`src/rtl/can_tx_scheduler_if.sv`:
```
// Mailbox-to-transmitter bundle for the CAN transmit scheduler.
// master is the scheduler side, slave is the mailbox/transmitter side.
interface can_tx_scheduler_if #(
    parameter int NUM_MB = 4
);
    logic [NUM_MB-1:0]    req;
    logic [11*NUM_MB-1:0] req_id;
    logic [64*NUM_MB-1:0] req_data;
    logic                 rxing;
    logic                 txing;
    logic                 tx_ok;
    logic                 tx_fail;
    logic [10:0]          address;
    logic [63:0]          data;
    logic                 send_data;
    logic                 busy;
    logic [2:0]           grant_idx;
    logic [NUM_MB-1:0]    done;
    logic [NUM_MB-1:0]    err;

    modport master (
        input  req, req_id, req_data,
        input  rxing, txing, tx_ok, tx_fail,
        output address, data, send_data,
        output busy, grant_idx, done, err
    );

    modport slave (
        output req, req_id, req_data,
        output rxing, txing, tx_ok, tx_fail,
        input  address, data, send_data,
        input  busy, grant_idx, done, err
    );
endinterface

```
`src/rtl/can_tx_scheduler.sv`:
```
// Priority scheduler sharing one CAN transmitter among NUM_MB mailboxes.
// Lowest identifier wins; failed frames retry up to RETRY_MAX times.
module can_tx_scheduler #(
    parameter int NUM_MB        = 4,
    parameter int RETRY_MAX     = 8,
    parameter int IFS_CYCLES    = 16,
    parameter int START_TIMEOUT = 1024
) (
    input logic                 clk,
    input logic                 rst,
    can_tx_scheduler_if.master  bus
);
    localparam int TW = $clog2(START_TIMEOUT + 1);
    localparam int GW = $clog2(IFS_CYCLES + 1);
    localparam logic [TW-1:0] TO_LAST  = TW'(START_TIMEOUT - 1);
    localparam logic [GW-1:0] GAP_LAST = GW'(IFS_CYCLES - 1);
    localparam logic [3:0]    RMAX     = 4'(RETRY_MAX);

    typedef enum logic [2:0] {
        IDLE,
        LAUNCH,
        WAIT_START,
        ACTIVE,
        GAP
    } state_t;

    state_t state, state_nx;

    logic [TW-1:0]     to_cnt;
    logic [GW-1:0]     gap_cnt;
    logic [3:0]        retry_cnt [NUM_MB];
    logic [10:0]       address_q;
    logic [63:0]       data_q;
    logic [2:0]        grant_q;
    logic [NUM_MB-1:0] done_q;
    logic [NUM_MB-1:0] err_q;

    logic        found;
    logic [10:0] win_id;
    logic [63:0] win_data;
    logic [2:0]  win_idx;
    logic        launch;
    logic        att_ok;
    logic        att_fail;

    // Strict less-than keeps the lowest index on equal identifiers.
    always_comb begin
        found    = 1'b0;
        win_id   = '0;
        win_data = '0;
        win_idx  = '0;
        for (int i = 0; i < NUM_MB; i++) begin
            if (bus.req[i] &&
                (!found || bus.req_id[11*i +: 11] < win_id)) begin
                found    = 1'b1;
                win_id   = bus.req_id[11*i +: 11];
                win_data = bus.req_data[64*i +: 64];
                win_idx  = 3'(i);
            end
        end
    end

    always_ff @(posedge clk) begin
        if (rst) state <= IDLE;
        else     state <= state_nx;
    end

    always_comb begin
        state_nx = state;
        launch   = 1'b0;
        att_ok   = 1'b0;
        att_fail = 1'b0;
        unique case (state)
            IDLE: begin
                if (!bus.rxing && found) begin
                    launch   = 1'b1;
                    state_nx = LAUNCH;
                end
            end
            LAUNCH: state_nx = WAIT_START;
            WAIT_START: begin
                if (bus.txing) begin
                    state_nx = ACTIVE;
                end else if (to_cnt == TO_LAST) begin
                    att_fail = 1'b1;
                    state_nx = GAP;
                end
            end
            ACTIVE: begin
                if (bus.tx_ok) begin
                    att_ok   = 1'b1;
                    state_nx = GAP;
                end else if (bus.tx_fail || !bus.txing) begin
                    att_fail = 1'b1;
                    state_nx = GAP;
                end
            end
            GAP: begin
                if (gap_cnt == GAP_LAST) state_nx = IDLE;
            end
            default: state_nx = IDLE;
        endcase
    end

    always_ff @(posedge clk) begin
        if (rst) begin
            to_cnt  <= '0;
            gap_cnt <= '0;
        end else begin
            if (state == LAUNCH)
                to_cnt <= '0;
            else if (state == WAIT_START)
                to_cnt <= to_cnt + 1'b1;
            if (state == GAP)
                gap_cnt <= gap_cnt + 1'b1;
            else
                gap_cnt <= '0;
        end
    end

    always_ff @(posedge clk) begin
        if (rst) begin
            address_q <= '0;
            data_q    <= '0;
            grant_q   <= '0;
            done_q    <= '0;
            err_q     <= '0;
            for (int i = 0; i < NUM_MB; i++)
                retry_cnt[i] <= '0;
        end else begin
            done_q <= '0;
            err_q  <= '0;
            if (launch) begin
                address_q <= win_id;
                data_q    <= win_data;
                grant_q   <= win_idx;
            end
            for (int i = 0; i < NUM_MB; i++) begin
                if (grant_q == 3'(i)) begin
                    if (att_ok) begin
                        done_q[i]    <= 1'b1;
                        retry_cnt[i] <= '0;
                    end else if (att_fail) begin
                        if (retry_cnt[i] + 4'd1 == RMAX) begin
                            err_q[i]     <= 1'b1;
                            retry_cnt[i] <= '0;
                        end else begin
                            retry_cnt[i] <= retry_cnt[i] + 4'd1;
                        end
                    end
                end
            end
        end
    end

    assign bus.address   = address_q;
    assign bus.data      = data_q;
    assign bus.grant_idx = grant_q;
    assign bus.done      = done_q;
    assign bus.err       = err_q;
    assign bus.send_data = (state == LAUNCH);
    assign bus.busy      = (state != IDLE);
endmodule

```
`src/flat_wrapper.sv`:
```
// flat-port wrapper written by rule: the top's interface ports become plain ports
module can_tx_scheduler_flat 
#(
    parameter int NUM_MB        = 4,
    parameter int RETRY_MAX     = 8,
    parameter int IFS_CYCLES    = 16,
    parameter int START_TIMEOUT = 1024
)
  (clk, rst, bus_req, bus_req_id, bus_req_data, bus_rxing, bus_txing, bus_tx_ok, bus_tx_fail, bus_address, bus_data, bus_send_data, bus_busy, bus_grant_idx, bus_done, bus_err);
  can_tx_scheduler_if #(.NUM_MB(NUM_MB)) bus_i ();
  input logic clk;
  input logic rst;
  input wire logic [$bits(bus_i.req)-1:0] bus_req;
  input wire logic [$bits(bus_i.req_id)-1:0] bus_req_id;
  input wire logic [$bits(bus_i.req_data)-1:0] bus_req_data;
  input wire logic [$bits(bus_i.rxing)-1:0] bus_rxing;
  input wire logic [$bits(bus_i.txing)-1:0] bus_txing;
  input wire logic [$bits(bus_i.tx_ok)-1:0] bus_tx_ok;
  input wire logic [$bits(bus_i.tx_fail)-1:0] bus_tx_fail;
  output wire logic [$bits(bus_i.address)-1:0] bus_address;
  output wire logic [$bits(bus_i.data)-1:0] bus_data;
  output wire logic [$bits(bus_i.send_data)-1:0] bus_send_data;
  output wire logic [$bits(bus_i.busy)-1:0] bus_busy;
  output wire logic [$bits(bus_i.grant_idx)-1:0] bus_grant_idx;
  output wire logic [$bits(bus_i.done)-1:0] bus_done;
  output wire logic [$bits(bus_i.err)-1:0] bus_err;
  assign bus_i.req = bus_req;
  assign bus_i.req_id = bus_req_id;
  assign bus_i.req_data = bus_req_data;
  assign bus_i.rxing = bus_rxing;
  assign bus_i.txing = bus_txing;
  assign bus_i.tx_ok = bus_tx_ok;
  assign bus_i.tx_fail = bus_tx_fail;
  assign bus_address = bus_i.address;
  assign bus_data = bus_i.data;
  assign bus_send_data = bus_i.send_data;
  assign bus_busy = bus_i.busy;
  assign bus_grant_idx = bus_i.grant_idx;
  assign bus_done = bus_i.done;
  assign bus_err = bus_i.err;
  can_tx_scheduler #(.NUM_MB(NUM_MB), .RETRY_MAX(RETRY_MAX), .IFS_CYCLES(IFS_CYCLES), .START_TIMEOUT(START_TIMEOUT)) u_core (.clk(clk), .rst(rst), .bus(bus_i));
endmodule
```
`config.mk`:
```
export PLATFORM = sky130hd
export DESIGN_NAME = can_tx_scheduler_flat
export DESIGN_NICKNAME = d
export VERILOG_FILES = /design/src/rtl/can_tx_scheduler_if.sv /design/src/rtl/can_tx_scheduler.sv /design/src/flat_wrapper.sv
export SDC_FILE = /design/constraint.sdc
export NUM_CORES = 1
export LEC_CHECK = 0
export BUFFER_PORTS_ARGS = -buffer_cell sky130_fd_sc_hd__buf_2
export CORE_AREA = 2 2 153 155
export DETAILED_ROUTE_END_ITERATION = 10
export DIE_AREA = 0 0 155 157
export HOLD_SLACK_MARGIN = 0.03
export PLACE_DENSITY = 0.75
export SYNTH_ARGS = -nofsm -noshare
export SYNTH_HDL_FRONTEND = slang
export SYNTH_SLANG_ARGS = --single-unit
export TNS_END_PERCENT = 20
```
`constraint.sdc`:
```
create_clock -name clk -period 9.1 [get_ports clk]
set_clock_uncertainty 0.1 [all_clocks]
set_input_delay 0.455 -clock clk [delete_from_list [all_inputs] [get_ports clk]]
set_output_delay 0.455 -clock clk [all_outputs]
set_load 0.05 [all_outputs]
```
; ---- Word level (Yosys, flattened, before mapping)
; Memories as Yosys holds them, arrays and structs flattened.
; Index checks and enable logic that the tools add are counted.
[totals]
register_bits = 105
ram_bits = 16
input_bits = 310
out_inout_bits = 88
elab_cells = 173
n_memories = 1
[op_classes]
n_addsub = 6
magnitude_cmp = 3
n_eq_ne = 17
muxes = 106
bitwise = 13
n_reduce_logical = 19
[mem_list]
columns = name, words, width, rd, rd_clocked_by_memory_dff, write_ports, line_no
row1 = u_core.retry_cnt, 4, 4, 4, 0, 4, can_tx_scheduler.sv:31  ; logic [3:0] retry_cnt [NUM_MB];
[op_table]
columns = cell, count
row1 = 64-bit 2-to-1 mux, 4
row2 = 1-bit 2-to-1 mux, 76
row3 = 4-bit 2-to-1 mux, 12
row4 = 11-bit 2-to-1 mux, 4
row5 = 11-bit less-than comparator, 3
row6 = 3-bit 2-to-1 mux, 6
row7 = 4-bit by 1-bit adder with 4-bit output (second input constant), 4
row8 = 4-bit == test (second input constant), 4
row9 = 3-bit case mux with 5 select lines, 1
row10 = 3-bit by 2-bit == test with 1-bit output (second input constant), 4
row11 = 1-bit OR, 12
row12 = 11-bit by 1-bit adder with 11-bit output (second input constant), 1
row13 = 11-bit by 10-bit == test with 1-bit output (second input constant), 1
row14 = 3-bit by 1-bit == test with 1-bit output (second input constant), 2
row15 = 3-bit zero test, 2
row16 = 3-bit by 2-bit != test with 1-bit output (second input constant), 2
row17 = 5-bit by 1-bit adder with 5-bit output (second input constant), 1
row18 = 5-bit by 4-bit == test with 1-bit output (second input constant), 1
row19 = 1-bit zero test, 5
row20 = 1-bit logical AND, 4
row21 = 1-bit logical OR, 4
row22 = 2-bit 2-to-1 mux, 2
row23 = 2-bit by 1-bit != test with 1-bit output (second input constant), 2
row24 = 4-bit AND reduction, 1
row25 = other kinds (5), 6

; ---- Longest topological paths before layout
; Gate-level depths: netlist (run 1).
[logic_depth]
depth_word = 16
depth_mapped = 36
depth_no_buf = 27

; ---- Worst setup path before layout (run 1)
; Ideal clock, no wire load.
[synth_path]
kind = input to register
start = in bus_req[0]
end = reg u_core.address_q[10], in the netlist u_core.bus.address[10]
setup_time_ns = 0.091
arrival_ns = 7.399
t_required_ns = 8.909
setup_slack_ns = 1.510
cell_stages = 34
path_cell_list = clkbuf_1 > clkbuf_1 > clkbuf_1 > nand2_1 > ha_1 > a211o_1 > a31oi_1 > nor3b_2 > nor3b_2 > clkbuf_1 > buf_2 > buf_1 > o21a_1 > ha_1 > nand4_1 > nor2_1 > and3_1 > o31ai_1 > o211a_1 > o41ai_4 > buf_4 > buf_6 > mux2i_1 > inv_1 > ha_1 > o21a_1 > nor2_1 > a2111oi_0 > o311ai_1 > o31ai_2 > buf_2 > buf_2 > o21ai_1 > a311oi_1
[synth_via]
elab_chain_cells = 16
[synth_lines]
columns = element, line_no
row1 = start: declaration, flat_wrapper.sv:13  ; input wire logic [$bits(bus_i.req)-1:0] bus_req;
row2 = 11-bit 2-to-1 mux or 1-bit 2-to-1 mux (tied branches), can_tx_scheduler.sv:53  ; if (bus.req[i] &&
row3 = 11-bit less-than comparator or 1-bit zero test (tied branches), can_tx_scheduler.sv:54  ; (!found || bus.req_id[11*i +: 11] < win_id)) begin
row4 = 1-bit logical OR, can_tx_scheduler.sv:54
row5 = 1-bit logical AND, can_tx_scheduler.sv:53
row6 = 11-bit 2-to-1 mux or 1-bit 2-to-1 mux (tied branches), can_tx_scheduler.sv:53
row7 = 11-bit less-than comparator or 1-bit zero test (tied branches), can_tx_scheduler.sv:54
row8 = 1-bit logical OR, can_tx_scheduler.sv:54
row9 = 1-bit logical AND, can_tx_scheduler.sv:53
row10 = 11-bit 2-to-1 mux or 1-bit 2-to-1 mux (tied branches), can_tx_scheduler.sv:53
row11 = 11-bit less-than comparator or 1-bit zero test (tied branches), can_tx_scheduler.sv:54
row12 = 1-bit logical OR, can_tx_scheduler.sv:54
row13 = 1-bit logical AND, can_tx_scheduler.sv:53
row14 = 1-bit 2-to-1 mux, can_tx_scheduler.sv:53
row15 = 1-bit logical AND, can_tx_scheduler.sv:75  ; if (!bus.rxing && found) begin
row16 = 1-bit 2-to-1 mux, can_tx_scheduler.sv:75
row17 = 1-bit 2-to-1 mux, can_tx_scheduler.sv:73  ; unique case (state)
row18 = end signal: assignment, can_tx_scheduler.sv:134  ; address_q <= win_id;
row19 = end: declaration, can_tx_scheduler.sv:32  ; logic [10:0] address_q;
; Parallel ways exist; a longest one is shown, timed or not.
; A chain may end at the register's enable or synchronous reset.

; ---- Worst setup path after layout (run 1)
[layout_path]
start = in bus_req[0]
end = reg u_core.address_q[4], in the netlist u_core.bus.address[4]
; Same word-level chain as after synthesis.

==> metrics.csv, run 1 <==
metric,value,unit
status,completed,
numPortBuffers,396,
place_inst,1726,
first_iter_violations,697,
grt_pass1_vias,9032,
p_switching,754.2,uW
crit_type,input port to register,
drt-total-wl,32.08,mm
dieArea,24340,sq um
start_util,0.3768,
critPathLaunch,bus_req[0],
cts_hold_buf,0,
core_area,22500,sq um
setup_tns,0,ps
clk_latency,410,ps
globalplace.congestion,0.8958,
fin_crit,7942,ps
cts.sinks,120,
setup_viol,0,
fillers,2255,
min_path_type,input port to register,
grt_pass1_wl,48.72,mm
antenna_found_initial,6,
cap_violations,0,
drc,0,
cts_tree,done,
worstMarginPinSlew,1185,ps
ys_warn_count,0,
r2r-start,u_core.to_cnt[4],
leakage,0.005057,uW
dp_hpwl,24.32,mm
synth_edf_count,16,
stdcell_count,1760,
synth_cell_types,60,
sw_frac_of_total,0.3790,
synth_nets,1476,
fmax,0.1259,GHz
critPathMaxFanout,54,
total_power,1990,uW
hold_violations,0,
share_comb_of_total_power,0.352,
seqPwrFrac,0.311,
cp-start-kind,input port,
drtAntennaViolNets,0,
seq_area_frac_synth,0.3022,
power.density,178.8,nW/um^2
die_height,157,microns
pre_cts_slack,862.7,ps
grt_max_degree,97,
post_cts_buffers,0,
grt_use_total,0.2535,
clk_pin_slew_worst_paths,60,ps
period_share,0.8728,
area_delta_synth_final,31.29,%
ir_drop,0.1042,mV
fin_ws,1158,ps
drive_above_1_share,0.3401,
synth_cells,1130,
cts_inserted_buffers,17,
cts_root_buf,clkbuf_16,
first_pass_iters,5,
cp-end-kind,register,
via_per_inst,5.498,
nets,1806,
drv_slew,0,
worstHoldStart,bus_req_data[250],
relSlewSlack,0.1897,
cp.arrival,8160,ps
cts-resized-gates,0,
p_clk_frac,0.338,
p_int,1236,uW
rows,55,
synth-seq-cells,120,
syn_area_per_cell,7.503,sq um
grt-ovfl-total,0,
htreeDepth,4,
required,9310,ps
synthFlopType,dfxtp_1,
synth_area,8478,sq um
pin_count,398,
rsz0062_at_grt,false,
die_width,155,microns
drt-wirelength-per-cell,18.23,microns
async_flop_share,0,
clk_path_buf_depth,2,
vias,9677,
path summary, 6_finish.rpt:
path                                                to  slack [ps]  depth (start not counted)
worst min-delay path               u_core.bus.data[58]         210                          3
worst max register to register  u_core.retry_cnt[3][0]        6310                          8
worst max-delay path             u_core.bus.address[4]        1160                         27
worst min register to register       u_core.gap_cnt[0]         350                          1
cells by family (layout without fill, tap and decap cells):
family / Yosys count / count (layout) / share of synthesized area
AOI/OAI and AO/OA: 298 / 298 / 0.2280
xor gates and xnor gates: 15 / 15 / 0.01550
adders and majority gates: 36 / 36 / 0.05313
buffers and inverters: 129 / 472 / 0.06464
DFF: 120 / 120 / 0.3022
muxes: 76 / 76 / 0.09917
other: 1 / 3 / 0.0004423
and+or+nand+nor: 455 / 455 / 0.2369
routing by layer:
layer,wire [microns],vias up,global-route usage
met5,44,-,0
met4,701,8,0.08025
met3,2905,55,0.07214
met2,15620,407,0.4205
met1,12810,4492,0.3187
li1,-,4715,-
layout by cell type, fill, tap and decap left out, drive strengths merged, types with 9 or more instances in the layout:
cell,count
and2,9
a311oi,77
inv,33
dfxtp,104
and3,10
edfxtp,16
o21a,12
clkbuf,19
o21ai,152
nor3,9
nor2,120
mux2,64
nand3,86
buf,410
mux2i,12
ha,36
a21oi,29
or3,9
xnor2,10
nand2,185
critical path, cell delays in order:
cell	delay, ps
buf_2	330
nand2_1	140
ha_1	330
and4_1	230
and2_1	160
a32o_1	270
nor3b_4	190
buf_4	420
nand2_1	100
o21a_1	170
ha_1	300
nand4_1	100
nor2_1	180
and3_1	170
o31ai_1	70
o211a_1	260
o41ai_4	350
buf_4	340
mux2i_1	370
inv_1	90
ha_1	320
nand4_1	110
a2111oi_0	940
o221a_2	880
buf_12	310
o21ai_0	170
a311oi_1	290
synthesized netlist by cell type (23+ instances only):
| cell type | instances | area share |
|---|---|---|
| nand2_1 | 185 | 0.082 |
| clkbuf_1 | 63 | 0.028 |
| inv_1 | 30 | 0.013 |
| dfxtp_1 | 104 | 0.25 |
| nor2_1 | 120 | 0.053 |
| a21oi_1 | 28 | 0.017 |
| ha_1 | 36 | 0.053 |
| mux2_2 | 47 | 0.062 |
| buf_2 | 23 | 0.014 |
| o21ai_0 | 131 | 0.077 |
| nand3_1 | 86 | 0.051 |
| a311oi_1 | 77 | 0.080 |
registers in the layout, indices dropped and copies added (netlist names):
| signal | cells |
|---|---|
| u_core.gap_cnt | 5 |
| u_core.state | 3 |
| u_core.bus.err | 4 |
| u_core.bus.grant_idx | 2 |
| u_core.bus.address | 11 |
| u_core.bus.done | 4 |
| u_core.retry_cnt | 16 |
| u_core.to_cnt | 11 |
| u_core.bus.data | 64 |
per-stage QoR:
step | utilization | cell area, sq um | hold WS, ps
2_1_floorplan | - | 8478 | 317.6
3_3_place_gp | 0.4684 | 10540 | 330.8
3_5_place_dp | 0.4684 | 10540 | 346.8
4_1_cts | 0.4944 | 11130 | 192.9
5_1_grt | 0.4946 | 11130 | 203.8
6_report | 0.4946 | 11130 | 213.3
power by group through the flow:
stage                     combinational, uW  clock (uW)  sequential [uW]
final                                   700         672              618
after global placement                  687           0              627
after global routing                    759         710              624
after floorplan                         335           0              776
after CTS                               699         687              618
after detailed placement                697           0              628
final cells by class:
type	count	area [sq um]	share of cell area
sequential	120	2562	0.2302
antenna	2	5.005	0.0004496
tap	285	356.6	0.03204
timing repair buffer	410	2102	0.1888
inverter	30	112.6	0.01012
clock buffer	19	442.9	0.03979
multi-input combinational	881	5406	0.4857
clock inverter	13	142.6	0.01281
No activity file was read; power rests on OpenSTA's default activity.
==> run 2: changes to the inputs <==
Settings changed: RECOVER_POWER from default to 25.
==> metrics.csv, run 2 (same netlist as run 1, synthesis figures left out) <==
metric,value,unit,change
leakage,0.004878,uW,-3.5%
required,9320,ps,about the same
start_util,0.3768,,unchanged
fmax,0.1256,GHz,-0.21%
fin_crit,7959,ps,+16.74 ps
pin_count,398,,unchanged
vias,9673,,-0.041%
clk_path_buf_depth,2,,unchanged
cts_inserted_buffers,17,,unchanged
drt-wirelength-per-cell,18.27,microns,+0.21%
seqCellArea,2562,sq um,unchanged
setup_viol,0,,unchanged
dp_hpwl,24.32,mm,unchanged
status,completed,,
fillers,2269,,+0.62%
cts.sinks,120,,unchanged
p_switching,756.0,uW,+0.25%
drv_slew,0,,unchanged
core_area,22500,sq um,unchanged
dieArea,24340,sq um,unchanged
rows,55,,unchanged
rsz0062_at_grt,false,,
final_area,11070,sq um,-0.51%
globalplace.congestion,0.8958,,unchanged
clk_pin_slew_worst_paths,60,ps,about the same
drt-total-wl,32.15,mm,+0.21%
crit_type,input port to register,,
power.density,179.3,nW/um^2,+0.30%
numPortBuffers,396,,unchanged
cts_root_buf,clkbuf_16,,
first_pass_iters,5,,unchanged
grt_pass1_wl,48.72,mm,unchanged
seqPwrFrac,0.312,,about the same
final_common_cell,buf_2,,
multi_input_area,5406,sq um,unchanged
cp-start-kind,input port,,
worstMarginPinSlew,1197,ps,+12.63 ps
final_cell_mix,"buf_2, nand2_1, o21ai_0",,
drtAntennaViolNets,0,,unchanged
hold_violations,0,,unchanged
fin_ws,1141,ps,-16.74 ps
grt_use_total,0.2535,,unchanged
htreeDepth,4,,unchanged
p_int,1230,uW,-0.49%
cts_tree,done,,
ir_drop,0.1043,mV,+0.17%
placed_cell_area,10540,sq um,unchanged
utilization,0.4921,,-0.002502
clk_latency,410,ps,about the same
min_path_type,input port to register,,
sw_frac_of_total,0.3807,,+0.001729
p_clk_frac,0.339,,about the same
via_per_inst,5.496,,about the same
cts-resized-gates,0,,unchanged
grt_max_degree,97,,unchanged
cp.arrival,8180,ps,+20 ps
setup_tns,0,ps,unchanged
area_delta_synth_final,30.62,%,
die_height,157,microns,unchanged
cp-end-kind,register,,
drc,0,,unchanged
share_comb_of_total_power,0.350,,-0.002
cap_violations,0,,unchanged
nets,1806,,unchanged
period_share,0.8746,,+0.001840
die_width,155,microns,unchanged
largest_reg_flops,64,,unchanged
grt-ovfl-total,0,,unchanged
critPathMaxFanout,54,,unchanged
cts_hold_buf,0,,unchanged
post_cts_buffers,0,,unchanged
antenna_found_initial,6,,unchanged
r2r_slack,6300,ps,about the same
grt_pass1_vias,9032,,unchanged
relSlewSlack,0.1811,,-0.008638
first_iter_violations,646,,-7.3%
pre_cts_slack,862.7,ps,unchanged
drive_above_1_share,0.3096,,-0.03055
==> run 2: metrics by stage <==
stage / hold slack (ps) / cells / total power [uW]
detailed placement: 346.8 / 1726 / 1325
global placement: 330.8 / 1726 / 1314
CTS: 192.9 / 1758 / 2004
finish: 213.3 / 1760 / 1986
global route: 203.8 / 1760 / 2087
floorplan: 317.6 / 1130 / 1112
==> run 2: per-layer routing <==
metal  vias up  track usage  share of wire
met5         -            0         0.0014
met3        47      0.07214          0.088
met4         8      0.08025          0.021
met1      4488       0.3187           0.41
met2       413       0.4205           0.48
li1       4717            -              -
==> run 2: final timing paths <==
kind	cells past startpoint	to	from
max	27	u_core.bus.address[4]	bus_req[0]
min	3	u_core.bus.data[58]	bus_req_data[250]
max reg2reg	8	u_core.retry_cnt[3][0]	u_core.to_cnt[4]
min reg2reg	1	u_core.gap_cnt[0]	u_core.gap_cnt[0]
==> run 2: cell type report <==
type | count | share of cell area
timing repair buffer | 410 | 0.1847
clock inverter | 13 | 0.01288
antenna | 2 | 0.0004519
tap | 285 | 0.03220
inverter | 30 | 0.01017
clock buffer | 19 | 0.04000
multi-input combinational | 881 | 0.4882
sequential | 120 | 0.2314
==> run 2: critical path: stages <==
cell and delay (ps):
buf_2 330, nand2_1 140, ha_1 320, and4_1 230, and2_1 160, a32o_1 270, nor3b_4 190, buf_4 430
nand2_1 100, o21a_1 170, ha_1 300, nand4_1 100, nor2_1 180, and3_1 180, o31ai_1 70, o211a_1 260
o41ai_4 350, buf_4 340, mux2i_1 370, inv_1 90, ha_1 320, nand4_1 110, a2111oi_0 950, o221a_2 880
buf_12 310, o21ai_0 170, a311oi_1 290
==> run 2: power groups by stage <==
stage          Clock (uW)  Combinational (uW)  Sequential (uW)
4_1_cts               687                 699              618
3_3_place_gp            0                 687              627
5_1_grt               710                 753              625
2_1_floorplan           0                 335              776
6_report              672                 694              619
3_5_place_dp            0                 697              628
==> run 3: changes to the inputs <==
==> constraint.sdc (replaced) <==
create_clock -name clk -period 9.1 [get_ports clk]
set_clock_uncertainty 0.1 [all_clocks]
set_input_delay 0.91 -clock clk [delete_from_list [all_inputs] [get_ports clk]]
set_output_delay 0.91 -clock clk [all_outputs]
set_load 0.05 [all_outputs]
==> metrics.csv, run 3 (same netlist as run 1, synthesis figures left out) <==
metric,value,unit,change
status,completed,,
whs_endpoint,u_core.gap_cnt[0],,
final_area,11050,sq um,-0.19%
drive_above_1_share,0.3123,,+0.002716
period_share,0.9353,,+0.06066
fin_ws,588.8,ps,-552.0 ps
hold_violations,0,,unchanged
rsz0062_at_grt,false,,
drtAntennaViolNets,0,,unchanged
dp_hpwl,23.82,mm,-2.1%
drt-wirelength-per-cell,17.93,microns,-1.8%
final_cell_mix,"buf_2, nand2_1, o21ai_0",,
first_iter_violations,681,,+5.4%
cts.sinks,120,,unchanged
fmax,0.1175,GHz,-6.5%
nets,1806,,unchanged
globalplace.congestion,0.9050,,+1.0%
timing.rr.end,u_core.bus.data[18],,
cp-end-kind,register,,
final_common_cell,buf_2,,
area_delta_synth_final,30.37,%,
setup_viol,0,,unchanged
core_area,22500,sq um,unchanged
vias,9608,,-0.67%
antenna_found_initial,5,,-1
met2_length,15.07,mm,-3.2%
clk_path_buf_depth,2,,unchanged
via_per_inst,5.453,,-0.78%
stdcell_count,1762,,+0.11%
ir_drop,0.1028,mV,-1.5%
cp-start-kind,input port,,
crit_type,input port to register,,
first_pass_iters,5,,unchanged
rows,55,,unchanged
grt_max_degree,94,,-3.1%
setup_tns,0,ps,unchanged
grt_pass1_vias,8850,,-2.0%
pin_count,398,,unchanged
leakage,0.004878,uW,about the same
dieArea,24340,sq um,unchanged
largest_reg_flops,64,,unchanged
grt-ovfl-total,0,,unchanged
relSlewSlack,0.1587,,-0.02237
drv_slew,0,,unchanged
grt_pass1_wl,47.55,mm,-2.4%
fin_crit,8511,ps,+552.0 ps
worstMarginPinSlew,1230,ps,+32.72 ps
drt-total-wl,31.60,mm,-1.7%
drc,0,,unchanged
cts-resized-gates,0,,unchanged
numPortBuffers,396,,unchanged
r2r_slack,6180,ps,-120 ps
cts_inserted_buffers,17,,unchanged
required,9300,ps,-20 ps
placed_cell_area,10540,sq um,unchanged
die_width,155,microns,unchanged
post_cts_buffers,0,,unchanged
clk_latency,410,ps,about the same
wl_met3,2.467,mm,-13%
critPathLaunch,bus_req[0],,
critPathMaxFanout,65,,+20%
utilization,0.4912,,-0.0009450
cp.arrival,8710,ps,+530 ps
cts_hold_buf,0,,unchanged
die_height,157,microns,unchanged
cts_root_buf,clkbuf_16,,
htreeDepth,4,,unchanged
pre_cts_slack,280.5,ps,-582.2 ps
clk_pin_slew_worst_paths,60,ps,about the same
top_layer_used,met5,,
worstHoldStart,u_core.gap_cnt[0],,
cts_tree,done,,
start_util,0.3768,,unchanged
r2r-start,u_core.state[1],,
wl_met1,13.14,mm,+0.74%
r2r_cells,6,,-2
power.density,177.6,nW/um^2,-0.96%
hold-path-cell-count,1,,-2
min_path_type,register to register,,
place_inst,1726,,unchanged
grt_use_total,0.2472,,-0.006306
cap_violations,0,,unchanged
## run 3: cell count changes in the layout (fill, tap and decap cells not counted), sizes merged, moves of 2 or more
cell      before  now
buf          365  370
clkbuf        64   58
clkinvlp       2    4
diode          2    4
## run 3: through the flow
step / hold slack (ps) / power, uW
5_1_grt: 403.6 / 2057
3_5_place_dp: 344.3 / 1321
6_report: 354.3 / 1963
3_3_place_gp: 332.8 / 1313
2_1_floorplan: 317.6 / 1112
4_1_cts: 353.6 / 1977
## run 3: routing by layer
metal | global-route usage | up-vias
li1 | - | 4717
met1 | 0.3181 | 4404
met2 | 0.4074 | 423
met3 | 0.05452 | 60
met4 | 0.08995 | 4
met5 | 0 | -
## run 3: power breakdown
part,leakage (uW),total (uW),switching (uW),internal (uW)
sequential,0.00102,619,33.2,586
clock,0.000263,653,275,377
combinational,0.00359,691,458,233
## run 3: area by class of cell
type                       count  area (sq um)
clock inverter                14         123.9
antenna                        4         10.01
multi-input combinational    881          5406
clock buffer                  18         429.2
timing repair buffer         410          2052
fill                        2282         11450
inverter                      30         112.6
sequential                   120          2562
tap                          285         356.6
## run 3: how the worst max path moves through the flow
stage                     cells after the start  slack (ps)                     end
after floorplan                              34        1060  u_core.bus.address[10]
after global placement                       26         550     u_core.bus.data[17]
after detailed placement                     27         280     u_core.bus.data[17]
after CTS                                    26         760     u_core.bus.data[54]
after global routing                         26          90     u_core.bus.data[41]
final                                        25         590      u_core.bus.data[9]
## run 3: critical path: stages
cell       delay [ps]
buf_2             330
nand2_1           140
ha_1              330
and4_1            230
and2_1            160
a32o_1            270
nor3b_4           550
buf_4             470
nand2_1           100
o21a_1            140
ha_1              220
a2111oi_0         610
o41a_1            320
o41ai_4            90
buf_4             290
mux2i_1           190
inv_1              80
ha_1              180
or3_1             220
o21ai_0           100
a2111oi_0        1060
o221a_2           490
buf_4             550
o21ai_0           220
a311oi_1          310
